### config.mk
export PLATFORM = sky130hd
export DESIGN_NAME = aes_job_scheduler
export DESIGN_NICKNAME = d
export VERILOG_FILES = /design/src/rtl/aes_job_scheduler.sv
export SDC_FILE = /design/constraint.sdc
export NUM_CORES = 1
export LEC_CHECK = 0
export ABC_AREA = 1
export CAP_MARGIN = 20
export CELL_PAD_IN_SITES_DETAIL_PLACEMENT = 0
export CELL_PAD_IN_SITES_GLOBAL_PLACEMENT = 1
export CORE_AREA = 8 8 460 462
export CTS_CLUSTER_SIZE = 16
export DETAILED_ROUTE_END_ITERATION = 12
export DIE_AREA = 0 0 468 470
export GPL_TIMING_DRIVEN = 0
export PLACE_DENSITY_LB_ADDON = 0.1
export SLEW_MARGIN = 10
export SYNTH_ARGS = -nofsm -noshare
export SYNTH_HDL_FRONTEND = slang
export SYNTH_SLANG_ARGS = --single-unit
### constraint.sdc
create_clock -name clk -period 1.7 [get_ports clk]
set_input_delay 0.34 -clock clk [delete_from_list [all_inputs] [get_ports clk]]
set_output_delay 0.34 -clock clk [all_outputs]
set_load 0.05 [all_outputs]
### src/rtl/aes_job_scheduler.sv
// aes_job_scheduler: arbitrates two AES requesters (0 = encrypt, 1 = decrypt)
// onto one engine with round-robin grant, one-cycle launch and a held response.
// Optional engine watchdog: define AES_SCHED_TIMEOUT_EN.
module aes_job_scheduler #(
  parameter int NK             = 8,
  parameter int TIMEOUT_CYCLES = 4096
) (
  input  logic            clk,
  input  logic            rst,
  input  logic [1:0]      req_valid,
  output logic [1:0]      req_ready,
  input  logic [255:0]    req_msg,
  input  logic [32*NK-1:0] key,
  output logic            eng_cs_enc,
  output logic            eng_cs_dec,
  output logic            eng_start,
  output logic [127:0]    eng_msg,
  output logic [32*NK-1:0] eng_key,
  input  logic            eng_done,
  input  logic [127:0]    eng_result,
  output logic [1:0]      rsp_valid,
  input  logic [1:0]      rsp_ready,
  output logic [127:0]    rsp_data,
  output logic            rsp_err,
  output logic [15:0]     job_count
);

  typedef enum logic [1:0] {IDLE, ISSUE, WAIT, RESP} state_t;

  state_t          state, state_nxt;
  logic            g;        // grant index of the active job
  logic            last;     // requester served most recently
  logic            gnt;
  logic            accept;
  logic            rsp_hs;
  logic            tmo_hit;
  logic [127:0]    msg_q;
  logic [32*NK-1:0] key_q;

  if (TIMEOUT_CYCLES < 1) begin : g_bad_timeout
    $error("TIMEOUT_CYCLES must be at least 1");
  end

`ifdef AES_SCHED_TIMEOUT_EN
  localparam int CW = $clog2(TIMEOUT_CYCLES + 1);
  logic [CW-1:0] tmo_cnt;
  logic          err_q;
  assign tmo_hit = (tmo_cnt == CW'(TIMEOUT_CYCLES - 1));
`else
  assign tmo_hit = 1'b0;
`endif

  // state register
  always_ff @(posedge clk or negedge rst) begin
    if (!rst) state <= IDLE;
    else      state <= state_nxt;
  end

  // next state, round-robin grant and handshake strobes
  always_comb begin
    state_nxt = state;
    req_ready = 2'b00;
    gnt       = 1'b0;
    accept    = 1'b0;
    rsp_hs    = 1'b0;
    case (state)
      IDLE: if (rst && req_valid != 2'b00) begin
        gnt       = (req_valid == 2'b11) ? ~last : req_valid[1];
        req_ready = gnt ? 2'b10 : 2'b01;
        accept    = 1'b1;
        state_nxt = ISSUE;
      end
      ISSUE: state_nxt = WAIT;
      WAIT: begin
        if (eng_done)     state_nxt = RESP;
        else if (tmo_hit) state_nxt = RESP;
      end
      RESP: if (rsp_ready[g]) begin
        rsp_hs    = 1'b1;
        state_nxt = IDLE;
      end
      default: state_nxt = IDLE;
    endcase
  end

  // job capture, result capture, pointer and completion counter
  always_ff @(posedge clk or negedge rst) begin
    if (!rst) begin
      g         <= 1'b0;
      last      <= 1'b1;
      msg_q     <= '0;
      key_q     <= '0;
      rsp_data  <= '0;
      job_count <= '0;
    end else begin
      if (accept) begin
        g     <= gnt;
        msg_q <= gnt ? req_msg[255:128] : req_msg[127:0];
        key_q <= key;
      end
      if (state == WAIT) begin
        if (eng_done)     rsp_data <= eng_result;
        else if (tmo_hit) rsp_data <= '0;
      end
      if (rsp_hs) begin
        last      <= g;
        job_count <= job_count + 16'd1;
      end
    end
  end

`ifdef AES_SCHED_TIMEOUT_EN
  // watchdog counter and error flag; eng_done wins over the limit
  always_ff @(posedge clk or negedge rst) begin
    if (!rst) begin
      tmo_cnt <= '0;
      err_q   <= 1'b0;
    end else begin
      if (state == ISSUE)     tmo_cnt <= '0;
      else if (state == WAIT) tmo_cnt <= tmo_cnt + CW'(1);
      if (state == WAIT) begin
        if (eng_done)     err_q <= 1'b0;
        else if (tmo_hit) err_q <= 1'b1;
      end
    end
  end
  assign rsp_err = err_q;
`else
  assign rsp_err = 1'b0;
`endif

  assign eng_start  = (state == ISSUE);
  assign eng_cs_enc = (state != IDLE) && !g;
  assign eng_cs_dec = (state != IDLE) &&  g;
  assign eng_msg    = msg_q;
  assign eng_key    = key_q;
  assign rsp_valid  = (state == RESP) ? (g ? 2'b10 : 2'b01) : 2'b00;

endmodule

Yosys cells after proc, flatten, opt, wreduce, memory -nomap -nowiden
Cells that the tools add are included.

Add/subtract/negate cells: 1. Magnitude comparators: 1. Equal/unequal tests: 7. Multiplexer cells: 19. Bitwise operators: 1. Reduce and logical (&&, ||, !) cells: 9.

Operators with widths (count): 128-bit 2-to-1 mux (1); 16-bit by 1-bit adder with 16-bit output, second input constant (1); 2-bit 2-to-1 mux (8); 1-bit 2-to-1 mux (9); 2-bit one-hot mux with 4 select lines (1); 2-bit == test, second input constant (3); 2-bit inequality test, second input constant (3); 2-bit nonzero test (2); 1-bit logical AND (3); 3-bit AND reduction (1); 2-bit by 1-bit == test with 1-bit output, second input constant (1); 2-bit logical NOT (1); 1-bit by 2-bit less-than comparator with 1-bit output, second input constant (1); 2-bit AND reduction (1); 1-bit logical NOT (1); 1-bit NOT (1).

Flip-flop bits (word level): 532. Bits of input ports: 647. Logic and storage cells: 45.

Logic depth before layout (Yosys ltp)
Depth in word-level cells: 5. Depth in mapped cells: 10. Depth with buffers taken out: 9.

Least setup slack after synthesis
Ideal clock, no wire load.

Path kind: register to output. Start point: reg state[0]. End point: out req_ready[1]. Arrival: 1.421 ns. Data required time: 1.360 ns. Setup slack: -0.061 ns. Cell stages (with the launch flop): 8. Path buffers: 2. Path through: dfrtp_1 > inv_1 > ha_1 > inv_2 > nor2_4 > and2_1 > buf_2 > buf_4.

Longest elaborated chain between the ends: 2.

Ends and longest elaborated chain: start: declaration (line 30) `state_t state, state_nxt;`; start signal: assignment (line 56) `else state <= state_nxt;`; 2-bit logical NOT (line 66) `case (state)`; 2-bit 2-to-1 mux (line 66); end: declaration (line 11) `output logic [1:0] req_ready,`.

No other way between the ends.

Final worst setup path
Ends and elaborated chain as after synthesis.

==> metrics <==
synth cell count leaders 1206 x nand2_1, 531 x dfrtp_1, 138 x nand3_1; Peak Freq approximately 410 MHz; post-route ant nets 0; Clk network pwr share 0.187; worst endpoint required time about 1.4 ns; Synth Register Bits 532; Slew Viols, Final 0; Max-Cap Viols 0; initial antenna violation count 110; die area approximately 220000 um2; PwrDens 2212 nW/um2; Die Y-Extent between 400 and 500 um; count leader, synth nand2_1; clock-pin slew on the worst setup and hold paths ~0.060 ns; Ports 1183; Switching Share 0.4937; Slew HR 0.4350; Synth area leader dfrtp_1; largest net degree at the start of global routing 87; CP startpoint state[0]; Fin Clk Skew between 0.04 and 0.05 ns; global-route wire length before repair roughly 210000 um; share of layout cells above drive strength 1 0.3001; period utilization 1.444; vias in the first global route approximately 22000; ys flop type dfrtp_1; post-synthesis area per instance ~9.5 um2; highest metal used met5; routed length on met3 between 15000 and 20000 um; total CTS buffers just over 80; Rows approximately 170; Yosys cell types 26; post-DP HPWL 125400 um; register area share after synthesis 0.6362; Worst Hold Class primary input to flip-flop; Mapped Area approximately 21000 um2; total core area between 200000 and 250000 um2; total congestion overflow 0; Post-Layout Cell Count 6374; clk buf depth 3; via/cell ratio 3.277; CTS tree done; internal power about 47 mW; Remaining DRCs 0; run status finished with violations; minimum clock period ~2.5 ns; Initial Util 0.1026; critical path peak fanout 3; Met1 Wirelength between 50000 and 60000 um; Setup crit end kind output port; TNS Setup -103.63 ns; Worst-Margin Slew roughly 0.84 ns; clk_lat worst skew between 0.7 and 0.8 ns; VDD IR max around 0.99 mV; Hold Vio Cnt, Final 0; DP Cell Count a little over 6000; synth top area cells dfrtp_1 63%, nand2_1 22%, mux2_2 6.9%, nand3_1 3.3%, buf_2 1.9%; initial drt markers roughly 840; P_sw between 40 and 50 mW; Yosys top cell area share 0.6350; Cells after Synth about 2200; kind of critical path flip-flop to output port; CTS root buffer clkbuf_16; startpoint class of the critical path flip-flop; ys async rst share 1.000; DR WL met2 around 76000 um; Post-synth EDFFs 0; unrepaired setup endpoints after global routing true; leak pwr about 20 nW; final setup margin -0.7552 ns; routed len/inst approximately 25 um; # fillers 22600; Worst Hold Depth 3; violated checks negative setup slack; input/output buffers roughly 1200; overall routing resource usage 0.1390; RePlAce Congestion roughly 0.78; via count 20890; nets@finish ~4200; die width around 470 um; Gate power share 0.568; clock tree sinks 532; Yosys Warn Count 0; total power approximately 93 mW; Syn-to-layout area delta 101.6%; sequential share of power 0.245; final WL between 150000 and 200000 um; H-tree depth 3; CP arrival 2.12 ns; router iterations before antenna repair 4; R2R cell count 12; final setup violating endpoints 476; Hold Crit Start key[54]; syn nets around 2800; Worst R2R Start state[0]
[final timing paths]
check | to | slack, ns
setup / recovery | req_ready[1] | -0.76
hold / removal | eng_key[54] | 0.16
setup reg to reg | rsp_data[7] | -0.48
hold reg to reg | eng_key[126] | 0.47
max in group asynchronous | eng_key[115] | 0.27
min in group asynchronous | eng_key[137] | 0.17
[kinds of logic after synthesis]
family	Yosys count	share of synthesized area
flops	532	0.6362
other cells	1	0.0001792
compound gates	7	0.001793
xor+xnor	6	0.002512
simple gates	1376	0.2570
buf+inv	137	0.03037
fa+ha+maj	5	0.002990
mux	128	0.06888
[per-layer routing]
layer	vias up	track usage
met5	-	0
met4	82	0.05238
met3	305	0.07705
met2	909	0.2309
met1	9858	0.1475
li1	9732	-
[sequential cells by signal, summed over array words and instances (netlist names)]
register / count
eng_msg: 128
job_count: 16
last: 1
g: 1
eng_key: 256
state: 2
rsp_data: 128
[through the flow]
| step | hold slack, ns | utilization | setup WS (ns) | cell area (um2) |
|---|---|---|---|---|
| 5_1_grt | 0.1161 | 0.2066 | -0.9003 | 42140 |
| 4_1_cts | 0.04247 | 0.1982 | -0.8978 | 40420 |
| 6_report | 0.1570 | 0.2068 | -0.7552 | 42180 |
| 3_3_place_gp | 0.4532 | 0.1771 | -33.36 | 36120 |
| 3_5_place_dp | 0.4025 | 0.1779 | -2.772 | 36290 |
| 2_1_floorplan | 0.04441 | - | -0.02983 | 20930 |
[power groups by stage]
stage               Clock (mW)  Sequential, mW  Combinational [mW]
finish                    17.5            22.8                53.0
global placement             0            22.3                49.4
CTS                       18.5            22.2                51.4
floorplan                    0            41.9                7.76
detailed placement           0            22.1                49.3
global route              18.9            23.6                55.9
[critical path, cell delays in order, from the launching register on]
cell	delay (ns)
dfrtp_1	0.41
inv_2	0.09
ha_4	0.14
inv_2	0.04
nor2_4	0.09
buf_12	0.14
and2_4	0.17
buf_8	0.11
buf_6	0.09
buf_12	0.13
[repair_timing]
item | CTS | global route
setup endpoints to repair | 1060 | 1230
hold buffers | 8 | 4
resized for setup | 414 | 3154
buffers inserted | 29 | 69
endpoints found under the hold margin | 289 | 8
gates cloned | 8 | 11
pin swaps | 11 | 4
[cells in the final DEF (no fill, tap or decap), drive strengths merged]
| master | instances |
|---|---|
| a21boi | 1 |
| a21oi | 1 |
| and2 | 2 |
| buf | 699 |
| bufbuf | 4 |
| bufinv | 1 |
| clkbuf | 198 |
| clkdlybuf4s50 | 645 |
| clkinv | 21 |
| clkinvlp | 3 |
| conb | 1 |
| dfrtp | 531 |
| dfstp | 1 |
| diode | 30 |
| dlygate4sd3 | 7 |
| ha | 5 |
| inv | 23 |
| mux2 | 128 |
| nand2 | 1206 |
| nand3 | 138 |
| nand3b | 2 |
| nand4 | 6 |
| nor2 | 21 |
| nor3 | 1 |
| o21ai | 5 |
| xnor2 | 3 |
| xor2 | 3 |
[final cells by class]
| type | count | area [um2] | area share |
|---|---|---|---|
| Sequential cell | 532 | 13340 | 0.3163 |
| Tap cell | 2688 | 3363 | 0.07973 |
| Multi-Input combinational cell | 1523 | 7553 | 0.1791 |
| Buffer | 114 | 1409 | 0.03340 |
| Clock buffer | 124 | 2430 | 0.05760 |
| Inverter | 22 | 108.9 | 0.002581 |
| Timing Repair Buffer | 1315 | 13620 | 0.3230 |
| Antenna cell | 30 | 75.07 | 0.001780 |
| Clock inverter | 26 | 276.5 | 0.006555 |
(Power assumes the default switching activity.)
